### src/rtl/clefia_round_ctrl.sv
// clefia_round_ctrl: round sequencer for the CLEFIA F0/F1 datapath and its PD in/out pipeline
module clefia_round_ctrl #(
    parameter int PIPE_LAT = 3,
    parameter int RK_W     = 5
) (
    input  logic            clk,
    input  logic            rst,
    input  logic            start,
    input  logic [1:0]      klen,
    input  logic            dec,
    input  logic            abort,
    output logic            ready,
    output logic            busy,
    output logic            sel,
    output logic            rk_en,
    output logic [RK_W-1:0] rk_idx,
    output logic            wk_en,
    output logic            wk_final,
    output logic [RK_W-1:0] round,
    output logic            done,
    output logic            err
);
    typedef enum logic [2:0] {IDLE, LOAD, ROUND, FINAL, DONE} state_t;
    localparam logic [2:0] CYC_LAST = 3'(PIPE_LAT - 1);
    state_t          state;
    logic [2:0]      cyc;
    logic [RK_W-1:0] nr;
    logic            dec_q;
    logic [RK_W-1:0] nr_in;
    logic [RK_W-1:0] last_round;
    logic [RK_W-1:0] next_round;
    // round count for the requested key length and helpers for the next round index
    always_comb begin
        nr_in      = klen == 2'b00 ? RK_W'(18) : klen == 2'b01 ? RK_W'(22) : RK_W'(26);
        last_round = nr - RK_W'(1);
        next_round = round + RK_W'(1);
    end
    // sequencer: all outputs registered alongside the state so no input reaches an output combinationally
    always_ff @(posedge clk) begin
        if (rst) begin
            state    <= IDLE;
            ready    <= 1'b1;
            busy     <= 1'b0;
            sel      <= 1'b0;
            rk_en    <= 1'b0;
            rk_idx   <= '0;
            wk_en    <= 1'b0;
            wk_final <= 1'b0;
            round    <= '0;
            done     <= 1'b0;
            err      <= 1'b0;
            cyc      <= '0;
            nr       <= '0;
            dec_q    <= 1'b0;
        end else if (abort && state != IDLE) begin
            state    <= IDLE;
            ready    <= 1'b1;
            busy     <= 1'b0;
            sel      <= 1'b0;
            rk_en    <= 1'b0;
            wk_en    <= 1'b0;
            wk_final <= 1'b0;
            round    <= '0;
            done     <= 1'b0;
            cyc      <= '0;
        end else begin
            rk_en    <= 1'b0;
            wk_en    <= 1'b0;
            wk_final <= 1'b0;
            done     <= 1'b0;
            err      <= 1'b0;
            case (state)
                IDLE: begin
                    if (start && klen == 2'b11) begin
                        err <= 1'b1;
                    end else if (start) begin
                        state <= LOAD;
                        nr    <= nr_in;
                        dec_q <= dec;
                        ready <= 1'b0;
                        busy  <= 1'b1;
                        wk_en <= 1'b1;
                        sel   <= 1'b0;
                        round <= '0;
                        cyc   <= '0;
                    end
                end
                LOAD: begin
                    state  <= ROUND;
                    rk_en  <= 1'b1;
                    rk_idx <= dec_q ? last_round : '0;
                    sel    <= 1'b0;
                    cyc    <= '0;
                end
                ROUND: begin
                    if (cyc != CYC_LAST) begin
                        cyc <= cyc + 3'd1;
                    end else if (round == last_round) begin
                        state    <= FINAL;
                        wk_en    <= 1'b1;
                        wk_final <= 1'b1;
                        sel      <= 1'b1;
                        cyc      <= '0;
                    end else begin
                        round  <= next_round;
                        cyc    <= '0;
                        rk_en  <= 1'b1;
                        rk_idx <= dec_q ? last_round - next_round : next_round;
                        sel    <= 1'b1;
                    end
                end
                FINAL: begin
                    state <= DONE;
                    done  <= 1'b1;
                    sel   <= 1'b0;
                end
                DONE: begin
                    state <= IDLE;
                    ready <= 1'b1;
                    busy  <= 1'b0;
                    round <= '0;
                end
                default: state <= IDLE;
            endcase
        end
    end
endmodule

### config.mk
export PLATFORM = sky130hd
export DESIGN_NAME = clefia_round_ctrl
export DESIGN_NICKNAME = d
export VERILOG_FILES = /design/src/rtl/clefia_round_ctrl.sv
export SDC_FILE = /design/constraint.sdc
export NUM_CORES = 1
export LEC_CHECK = 0
export ABC_CLOCK_PERIOD_IN_PS = 2300
export BUFFER_PORTS_ARGS = -buffer_cell sky130_fd_sc_hd__buf_4
export CAP_MARGIN = 0
export CORE_MARGIN = 2
export CORE_UTILIZATION = 42
export CTS_CLUSTER_SIZE = 40
export DETAILED_ROUTE_END_ITERATION = 10
export SYNTH_ARGS = -nofsm -noshare
export SYNTH_HDL_FRONTEND = slang
export SYNTH_SLANG_ARGS = --single-unit
export TNS_END_PERCENT = 1
### constraint.sdc
create_clock -name clk -period 2.3 [get_ports clk]
set_input_delay 0.23 -clock clk [delete_from_list [all_inputs] [get_ports clk]]
set_output_delay 0.23 -clock clk [all_outputs]
set_load 0.02 [all_outputs]
==> results of run 1 <==
layer usage:
| layer | wire length [µm] | part of all wire (%) | track usage (%) |
|---|---|---|---|
| met1 | 1700 | 47 | 23.5 |
| met2 | 1710 | 48 | 31.3 |
| met3 | 158 | 4.4 | 3.08 |
| met4 | 21 | 0.59 | 7.03 |
| met5 | 0 | 0 | 0 |
registers in the layout (all words and copies together), names as in the netlist:
name	count
dec_q	1
wk_en	1
ready	1
rk_idx	5
rk_en	1
sel	1
state	3
busy	1
nr	3
cyc	3
err	1
round	5
wk_final	1
done	1
area by class of cell:
class | count | area (µm²)
fillers | 362 | 1740
multi-input cells | 145 | 923
flip-flops and latches | 28 | 562
repair buffers | 33 | 248
well taps | 48 | 60.1
clock buffers | 3 | 41.3
clock inverters | 1 | 30.0
inverters | 7 | 26.3
kinds of logic (layout without fill, tap and decap cells):
family                   count (synthesis)  in the layout
multiplexers                             1              1
AND/OR/NAND/NOR                         70             70
adder cells (fa/ha/maj)                  6              6
buffers and inverters                   17             44
flip-flops                              28             28
AO/OA/AOI/OAI                           56             56
XOR/XNOR                                12             12
power groups by stage:
stage	clock network, W	registers [W]	logic (W)
floorplan	0	0.000551	0.000176
global placement	0	0.000535	0.000255
detailed placement	0	0.000537	0.000262
CTS	0.000397	0.000526	0.000263
global route	0.000414	0.000529	0.000300
finish	0.000388	0.000526	0.000269
metrics by stage:
| stage | total power (W) | util [%] |
|---|---|---|
| floorplan | 0.000728 | - |
| finish | 0.00118 | 52.0 |
| global placement | 0.000791 | 49.9 |
| CTS | 0.00119 | 51.8 |
| global route | 0.00124 | 52.0 |
| detailed placement | 0.000799 | 49.9 |
worst max path at each step:
stage / cells past startpoint / start / endpoint / slack, ns
final: 10 / nr[1] / rk_idx[4] / 0.11
after global routing: 7 / nr[1] / rk_idx[1] / 0.008
after CTS: 10 / round[1] / rk_idx[4] / 0.14
after detailed placement: 10 / round[1] / rk_idx[4] / 0.17
after global placement: 10 / round[1] / rk_idx[4] / 0.26
after floorplan: 10 / round[1] / rk_idx[4] / 0.19
repair_timing:
action                     CTS  global route
gates resized for setup      0             2
setup endpoints to repair    0             1
setup buffers                0             0
worst max-delay path, cell delays in order, from the launching register on:
cell and delay (ns):
dfxtp_1 0.35, inv_1 0.11, ha_1 0.35, inv_1 0.07
ha_1 0.31, nand2b_1 0.13, o2bb2ai_2 0.15, mux2i_1 0.22
o22ai_1 0.10, a32oi_1 0.18, a211oi_1 0.09
placed cells by master (no fill, tap or decap), types with 2 or more instances in the layout:
master,synthesis,routed
a211oi_1,7,7
a21oi_1,23,23
buf_4,0,33
clkbuf_8,2,3
dfxtp_1,28,27
ha_1,6,6
inv_1,7,7
nand2_1,12,12
nand2b_1,5,5
nand3_1,7,7
nand3b_1,2,2
nor2_1,16,16
nor2b_1,2,2
nor3_1,11,11
nor4_1,3,3
o21ai_0,11,11
or3_1,4,4
or4_1,2,2
xnor2_1,5,5
xor2_1,7,7
==> results.yml, run 1 <==
hold_path:
  whs_path_depth: 2
  hold_path_class: "primary input to flip-flop"
  hold_path_startpoint: "rst"
  min_to: "dec_q"
setup_path:
  cp-start-kind: "flip-flop"
  r2r_setup_slack_ns: 0.11
  worstPathArrival_ns: 2.33
  critical_path.max_fanout: 4
  reg2regPathDepth: 10
  cp-end-kind: "flip-flop"
  path_class: "flip-flop to flip-flop"
  r2r_start: "nr[1]"
  timing.critical_path.required_ns: 2.44
  reg2reg_to: "rk_idx[4]"
cts:
  worstSkewPairLatency_ns: 0.27
  tritoncts: "built"
  cts_sinks: 28
  clkTransAtPathRegs_ns: 0.09
  cts_buffer_depth: 2
  cts_made_buffers: 3
  htreeDepth: 1
  root_buffer: "clkbuf_8"
  hold_buffers: 0
detailed_routing:
  routed_wl_um: 3590
  drtPass1Iterations: 4
  drt_iter0_drc: 79
  detail-route-antenna-nets: 0
  route.detailed.drc: 0
  drt-vias-per-instance: 5.47
  vias: 1449
  routedWlPerCell_um: 13.5
yosys:
  synth_top_flop_cell: "dfxtp_1"
  synth_warnings: 0
  synthMuxAreaShare_pct: 0.631
  synth_top_area_share_pct: 35.4
  synth_top_family_by_area: "simple AND/OR/NAND/NOR gates"
  post-synth-top-area-cell: "dfxtp_1"
  synth-simple-area-share_pct: 23.8
  synthAdderAreaFrac_pct: 4.74
  synth-edff-count: 0
  syn_nets: 203
  synthMostInstantiatedCell: "dfxtp_1"
  syn-instance-count: 190
  post_synth_num_cell_types: 45
  synthXorXnorAreaFrac_pct: 6.63
  synth.area.top_cells: "dfxtp_1 35%, a21oi_1 7.3%, ha_1 4.7%"
  ys_ff_latch: 28
  synth_compound_area_share_pct: 22.1
  async_flop_share_pct: 0
  synth_common_cells: "28 x dfxtp_1, 23 x a21oi_1, 16 x nor2_1"
  syn_area_per_cell_um2: 8.34
  syn-cell-area_um2: 1590
  seq_area_frac_synth_pct: 35.4
global_routing:
  grt-ovfl-total: 0
  grt_max_degree: 19
  grt_pass1_vias: 1402
  gr-usage-all-layers_pct: 18.5
  grt_pass1_wl_um: 6200
  antenna_found_initial: 0
floorplanning:
  dieArea_um2: 4280
  fp.coreArea_um2: 3630
  start_util_pct: 43.6
  io_pins: 25
  rows: 22
  die_h_um: 65.4
  fp.dieW_um: 65.4
outcome:
  status: "finished clean"
power:
  peakVddDrop_mv: 0.288
  seqPwrFrac_pct: 44.4
  netSwitchingPower_w: 0.000331
  clkPwrFrac_pct: 32.8
  internal_power_w: 0.000852
  comb_power_share_pct: 22.7
  power_density_nw_per_um2: 626
  sw_frac_of_total_pct: 28.0
  p_leak_nw: 0.751
sta:
  slew_headroom_pct: 51.8
  period_share_pct: 95.0
  setup_viol: 0
  finalHoldViolCount: 0
  period_needed_ns: 2.19
  postLayoutSetupSlackWorst_ns: 0.115
  max_freq_mhz: 458
  rsz0062_at_grt: "false"
  tns_ns: 0
  worst_pin_slew_ns: 0.723
  hold_ws_ns: 0.203
  final_max_slew_viol_count: 0
  finClkSkew_ns: 0.00545
run:
  drv_cap: 0
layout:
  nets: 231
  area_delta_synth_final_pct: 19.3
  final_cells: 265
  final_area_um2: 1890
  antennaDiodeCount: 0
  layout-drive-gt1-share_pct: 20.3
place:
  dp_slack_ns: 0.167
  dp_cells: 261
  place.gp.congestion: 0.862
  io_buffer_count: 24
  postPlaceCellArea_um2: 1810
  place_hpwl_um: 2700
No activity file was read; power rests on OpenSTA's default activity.
==> run 2, diff against run 1 <==
ABC_CLOCK_PERIOD_IN_PS = 2500   (was 2300)
CTS_BUF_LIST = sky130_fd_sc_hd__clkbuf_4   (was default)
clock period = 2.5 ns   (was 2.3 ns; I/O delays follow)
==> run 2 against run 1 <==
  * Non-clock buffer count decreased by 5
  * Largest cell class unchanged
  * Maximum frequency decreased by 2.7%
  * Core utilization decreased by 1.4 points
  * Combinational power decreased by 13%
  * Critical endpoint unchanged
  * Clock skew about the same
  * Sequential power decreased by 7.2%
  * Sequential share of layout area increased by 0.81 points
  * Routed wire length decreased by 2.0%
  * Critical path depth unchanged
  * Clock power decreased by 23%
==> results.yml, run 2 (same netlist as run 1, synthesis figures left out) <==
detailed_routing:
  route.detailed.drc: 0
  vias: 1444
  drt_iter0_drc: 52
  drt-vias-per-instance: 5.55
  detail-route-antenna-nets: 0
  routedWlPerCell_um: 13.5
  drtPass1Iterations: 4
  routed_wl_um: 3510
sta:
  postLayoutSetupSlackWorst_ns: 0.254
  slew_headroom_pct: 54.1
  worst_pin_slew_ns: 0.688
  max_freq_mhz: 445
  tns_ns: 0
  setup_viol: 0
  final_max_slew_viol_count: 0
  period_share_pct: 89.8
  finClkSkew_ns: 0.00587
  finalHoldViolCount: 0
  period_needed_ns: 2.25
  rsz0062_at_grt: "false"
layout:
  area_delta_synth_final_pct: 16.1
  mostFrequentLayoutCells: "27 x dfxtp_1, 27 x buf_4, 23 x a21oi_1, 16 x nor2_1, 12 x nand2_1"
  layout-drive-gt1-share_pct: 17.9
  nets: 226
  reg.largest.list: "rk_idx x5, round x5"
  fill_cells: 362
  antennaDiodeCount: 0
setup_path:
  cp-start-kind: "flip-flop"
  cp_common_cell: "ha_1"
  timing.critical_path.required_ns: 2.71
  worstPathArrival_ns: 2.46
  cpMaxStageDelayCell: "dfxtp_1"
  reg2reg_to: "rk_idx[4]"
  cp-end-kind: "flip-flop"
  crit_family: "compound AO/OA/AOI/OAI gates"
  r2r_setup_slack_ns: 0.25
  worst-path-buf-inv: 1
  reg2regPathDepth: 10
  worstPathCellList: "ha_1 -> xor2_1 -> inv_1 -> ha_1 -> nand2b_1 -> o2bb2ai_1 -> mux2i_1 -> o22ai_1 -> a32oi_1 -> a211oi_1"
  path_class: "flip-flop to flip-flop"
  r2r_start: "round[0]"
  critical_path.max_fanout: 6
  max_stage_delay_ns: 0.47
hold_path:
  hold_path_class: "primary input to flip-flop"
  min_to: "err"
  whs_path_depth: 2
  hold_path_startpoint: "rst"
floorplanning:
  dieArea_um2: 4280
  io_pins: 25
  die_h_um: 65.4
  start_util_pct: 43.6
  fp.coreArea_um2: 3630
  rows: 22
  fp.dieW_um: 65.4
cts:
  cts_sinks: 28
  htreeDepth: 1
  clkTransAtPathRegs_ns: 0.15
  tritoncts: "built"
  cts_buffer_depth: 2
  cts_made_buffers: 3
  hold_buffers: 0
  root_buffer: "clkbuf_4"
  worstSkewPairLatency_ns: 0.33
power:
  p_leak_nw: 0.722
  peakVddDrop_mv: 0.277
  power_density_nw_per_um2: 555
global_routing:
  antenna_found_initial: 0
  gr-usage-all-layers_pct: 17.7
  grt_pass1_wl_um: 6010
  grt_pass1_vias: 1366
  grt-ovfl-total: 0
  grt_max_degree: 19
place:
  place_hpwl_um: 2720
  dp_slack_ns: 0.191
  place.gp.congestion: 0.876
  io_buffer_count: 24
run:
  drv_cap: 0
outcome:
  status: "finished clean"
run 2: changes by cell type in the layout (fill, tap and decap cells not counted):
| cell | before | now |
|---|---|---|
| o2bb2ai_2 | 1 | 0 |
| buf_4 | 33 | 27 |
| clkbuf_8 | 3 | 0 |
| clkbuf_4 | 0 | 3 |
| o2bb2ai_1 | 0 | 1 |
| buf_12 | 0 | 1 |
run 2: layout make-up:
class	instances	area (µm²)	share of cell area, %
clock inverters	1	30.0	1.63
well taps	48	60.1	3.26
repair buffers	28	223	12.1
flip-flops and latches	28	562	30.5
inverters	7	26.3	1.43
clock buffers	3	22.5	1.22
multi-input cells	145	917	49.8
run 2: where the power goes:
part	internal [W]	total (W)	switching, W	leakage, nW
clock	0.000162	0.000300	0.000138	0.0279
sequential	0.000468	0.000488	0.0000195	0.228
combinational	0.0000994	0.000235	0.000135	0.466
total	0.000730	0.00102	0.000292	0.722
run 2: worst register-to-register path: stages, from the launching register on:
cell and delay [ns]:
dfxtp_1 0.47, ha_1 0.22, xor2_1 0.21, inv_1 0.07, ha_1 0.30, nand2b_1 0.10, o2bb2ai_1 0.18, mux2i_1 0.22
o22ai_1 0.09, a32oi_1 0.18, a211oi_1 0.09
run 2: worst max-delay path by stage:
stage                      endpoint  startpoint  depth (start not counted)  slack, ns
final                     rk_idx[4]    round[0]                         10       0.25
after global routing      rk_idx[4]    round[0]                         10       0.06
after CTS                 rk_idx[4]       nr[1]                         10       0.18
after detailed placement  rk_idx[4]       nr[1]                         10       0.19
after global placement    rk_idx[4]       nr[1]                          9       0.34
after floorplan           rk_idx[4]    round[1]                         10       0.39
run 2: stage by stage:
step           util (%)  hold WS (ns)  total power [W]  instances  area (µm²)
6_report           50.7         0.155          0.00102        260        1840
5_1_grt            50.7         0.137          0.00108        260        1840
4_1_cts            50.6         0.146          0.00103        260        1840
3_5_place_dp       49.2         0.462         0.000732        256        1790
3_3_place_gp       49.2         0.447         0.000726        256        1790
2_1_floorplan         -         0.386         0.000670        190        1590
run 2: routing by layer:
metal	wire length [µm]	up-vias	GRT usage (%)	part of all wire, %
li1	-	730	-	-
met1	1570	678	22.0	45
met2	1750	32	31.5	50
met3	169	4	2.57	4.8
met4	30	0	5.21	0.85
met5	0	-	0	0
run 2: repair_timing:
item / CTS / global route
hold endpoints to repair: 0 / 0
setup buffers: 0 / 0
gates resized for setup: 0 / 1
setup endpoints to repair: 0 / 1
==> run 3, diff against run 2 <==
BUFFER_PORTS_ARGS = default   (was -buffer_cell sky130_fd_sc_hd__buf_4)
DONT_BUFFER_PORTS = 1   (was default)
PLACE_DENSITY = 0.59   (was default)
REMOVE_ABC_BUFFERS = 1   (was default)
==> run 3 against run 2 <==
  * Routed wire length down 1.9%
  * Sequential power grew 3%
  * Cell count decreased by 7.3%
  * First-iteration DRC count is 88% higher
  * Design area decreased by 8.4%
  * Die area unchanged
  * Count of clock-buffer cells in the layout unchanged
  * Flip-flop and latch count did not move
  * Global-route usage is 0.83 points higher
  * Clock power about the same
  * Combinational power fell by 18%
  * Hold slack got worse by 0.11 ns
==> results.yml, run 3 (same netlist as run 1, synthesis figures left out) <==
hold_path:
  hold_path_class: "primary input to flip-flop"
  min_to: "dec_q"
  whs_path_depth: 2
  hold_path_startpoint: "dec"
cts:
  cts_sinks: 28
  post_cts_buffers: 0
  cts_made_buffers: 3
  root_buffer: "clkbuf_4"
  worstSkewPairLatency_ns: 0.33
  tritoncts: "built"
  htreeDepth: 1
  clkTransAtPathRegs_ns: 0.15
  cts_buffer_depth: 2
detailed_routing:
  routed_wl_um: 3450
  detail-route-antenna-nets: 0
  routedWlPerCell_um: 14.3
  drt-vias-per-instance: 5.66
  vias: 1364
  drt_iter0_drc: 98
  drtPass1Iterations: 4
  route.detailed.drc: 0
setup_path:
  r2r_start: "nr[1]"
  reg2reg_to: "rk_idx[4]"
  worstPathArrival_ns: 2.52
  r2r_setup_slack_ns: 0.19
  cp-start-kind: "flip-flop"
  timing.critical_path.required_ns: 2.71
  reg2regPathDepth: 9
  critical_path.max_fanout: 6
  path_class: "flip-flop to flip-flop"
  cp-end-kind: "flip-flop"
global_routing:
  grt_pass1_wl_um: 6270
  grt_max_degree: 19
  gr-usage-all-layers_pct: 18.5
  grt_pass1_vias: 1388
  antenna_found_initial: 0
  grt-ovfl-total: 0
sta:
  slew_headroom_pct: 49.9
  tns_ns: 0
  period_needed_ns: 2.31
  finalHoldViolCount: 0
  setup_viol: 0
  max_freq_mhz: 433
  period_share_pct: 92.4
  rsz0062_at_grt: "false"
  finClkSkew_ns: 0.00559
  final_max_slew_viol_count: 0
  worst_pin_slew_ns: 0.751
floorplanning:
  dieArea_um2: 4280
  rows: 22
  fp.coreArea_um2: 3630
  io_pins: 25
  start_util_pct: 43.6
  fp.dieW_um: 65.4
  die_h_um: 65.4
run:
  drv_cap: 0
place:
  place.gp.congestion: 0.991
  postPlaceCellArea_um2: 1620
  place_hpwl_um: 2600
  io_buffer_count: 0
layout:
  layout-drive-gt1-share_pct: 8.81
  fill_cells: 369
  antennaDiodeCount: 0
  reg.largest.list: "rk_idx x5, round x5"
  final_common_cell: "dfxtp_1"
  mostFrequentLayoutCells: "28 x dfxtp_1, 23 x a21oi_1, 16 x nor2_1, 12 x nand2_1"
  area_delta_synth_final_pct: 6.39
  final_area_um2: 1690
  nets: 207
power:
  p_leak_nw: 0.616
  peakVddDrop_mv: 0.231
  power_density_nw_per_um2: 591
outcome:
  status: "finished clean"
run 3: cell count changes in the layout (fill, tap and decap cells not counted), sizes merged:
cell	before	now
dlygate4sd3	0	1
buf	28	8
run 3: layout make-up:
| class | count | area [µm²] | area share (%) |
|---|---|---|---|
| tap | 48 | 60.1 | 3.56 |
| timing repair buffer | 9 | 70.1 | 4.15 |
| multi-input combinational | 145 | 917 | 54.4 |
| sequential | 28 | 561 | 33.2 |
| inverter | 7 | 26.3 | 1.56 |
| clock inverter | 1 | 30.0 | 1.78 |
| clock buffer | 3 | 22.5 | 1.34 |
run 3: routing by layer:
metal,routed length (µm),vias up,GRT usage [%],share of wire (%)
met5,0,-,0,0
met4,19,0,6.25,0.55
met3,247,2,3.25,7.2
met2,1570,40,29.5,46
met1,1610,632,25.3,47
li1,-,690,-,-
run 3: how the worst max path moves through the flow:
| stage | start | endpoint | slack, ns | depth (start not counted) |
|---|---|---|---|---|
| after floorplan | round[1] | rk_idx[4] | 0.39 | 10 |
| final | nr[1] | rk_idx[4] | 0.19 | 9 |
| after detailed placement | nr[1] | rk_idx[4] | 0.25 | 10 |
| after global routing | nr[1] | rk_idx[4] | 0.04 | 9 |
| after global placement | nr[1] | rk_idx[4] | 0.35 | 7 |
| after CTS | nr[1] | rk_idx[4] | 0.22 | 10 |
run 3: report_power, final:
part | switching [W] | total (W) | internal (W) | leakage [nW]
logic | 0.000116 | 0.000193 | 0.0000772 | 0.361
registers | 0.0000350 | 0.000503 | 0.000468 | 0.228
clock network | 0.000138 | 0.000300 | 0.000162 | 0.0279
run 3: stage by stage:
step                      total power [W]  hold slack [ns]  std cells  setup slack, ns  utilization, %
after floorplan                  0.000655            0.319        180            0.394               -
after global placement           0.000691            0.322        236            0.354            44.7
after detailed placement         0.000700            0.323        236            0.250            44.7
after CTS                         0.00101           0.0346        241            0.219            46.4
after global routing              0.00106           0.0326        241           0.0434            46.4
final                            0.000997           0.0429        241            0.190            46.4
run 3: timing repair:
| action | CTS | global route |
|---|---|---|
| resized for setup | 0 | 0 |
| hold endpoints to repair | 10 | 0 |
| hold buffers | 1 | 0 |
| setup endpoints to repair | 0 | 0 |
run 3: critical path: stages, from the launching register on:
cell       delay (ns)
dfxtp_1          0.46
inv_1            0.13
ha_1             0.25
xor2_1           0.21
ha_1             0.29
o2bb2ai_1        0.28
mux2i_1          0.23
o22ai_1          0.09
a32oi_1          0.17
a211oi_1         0.09
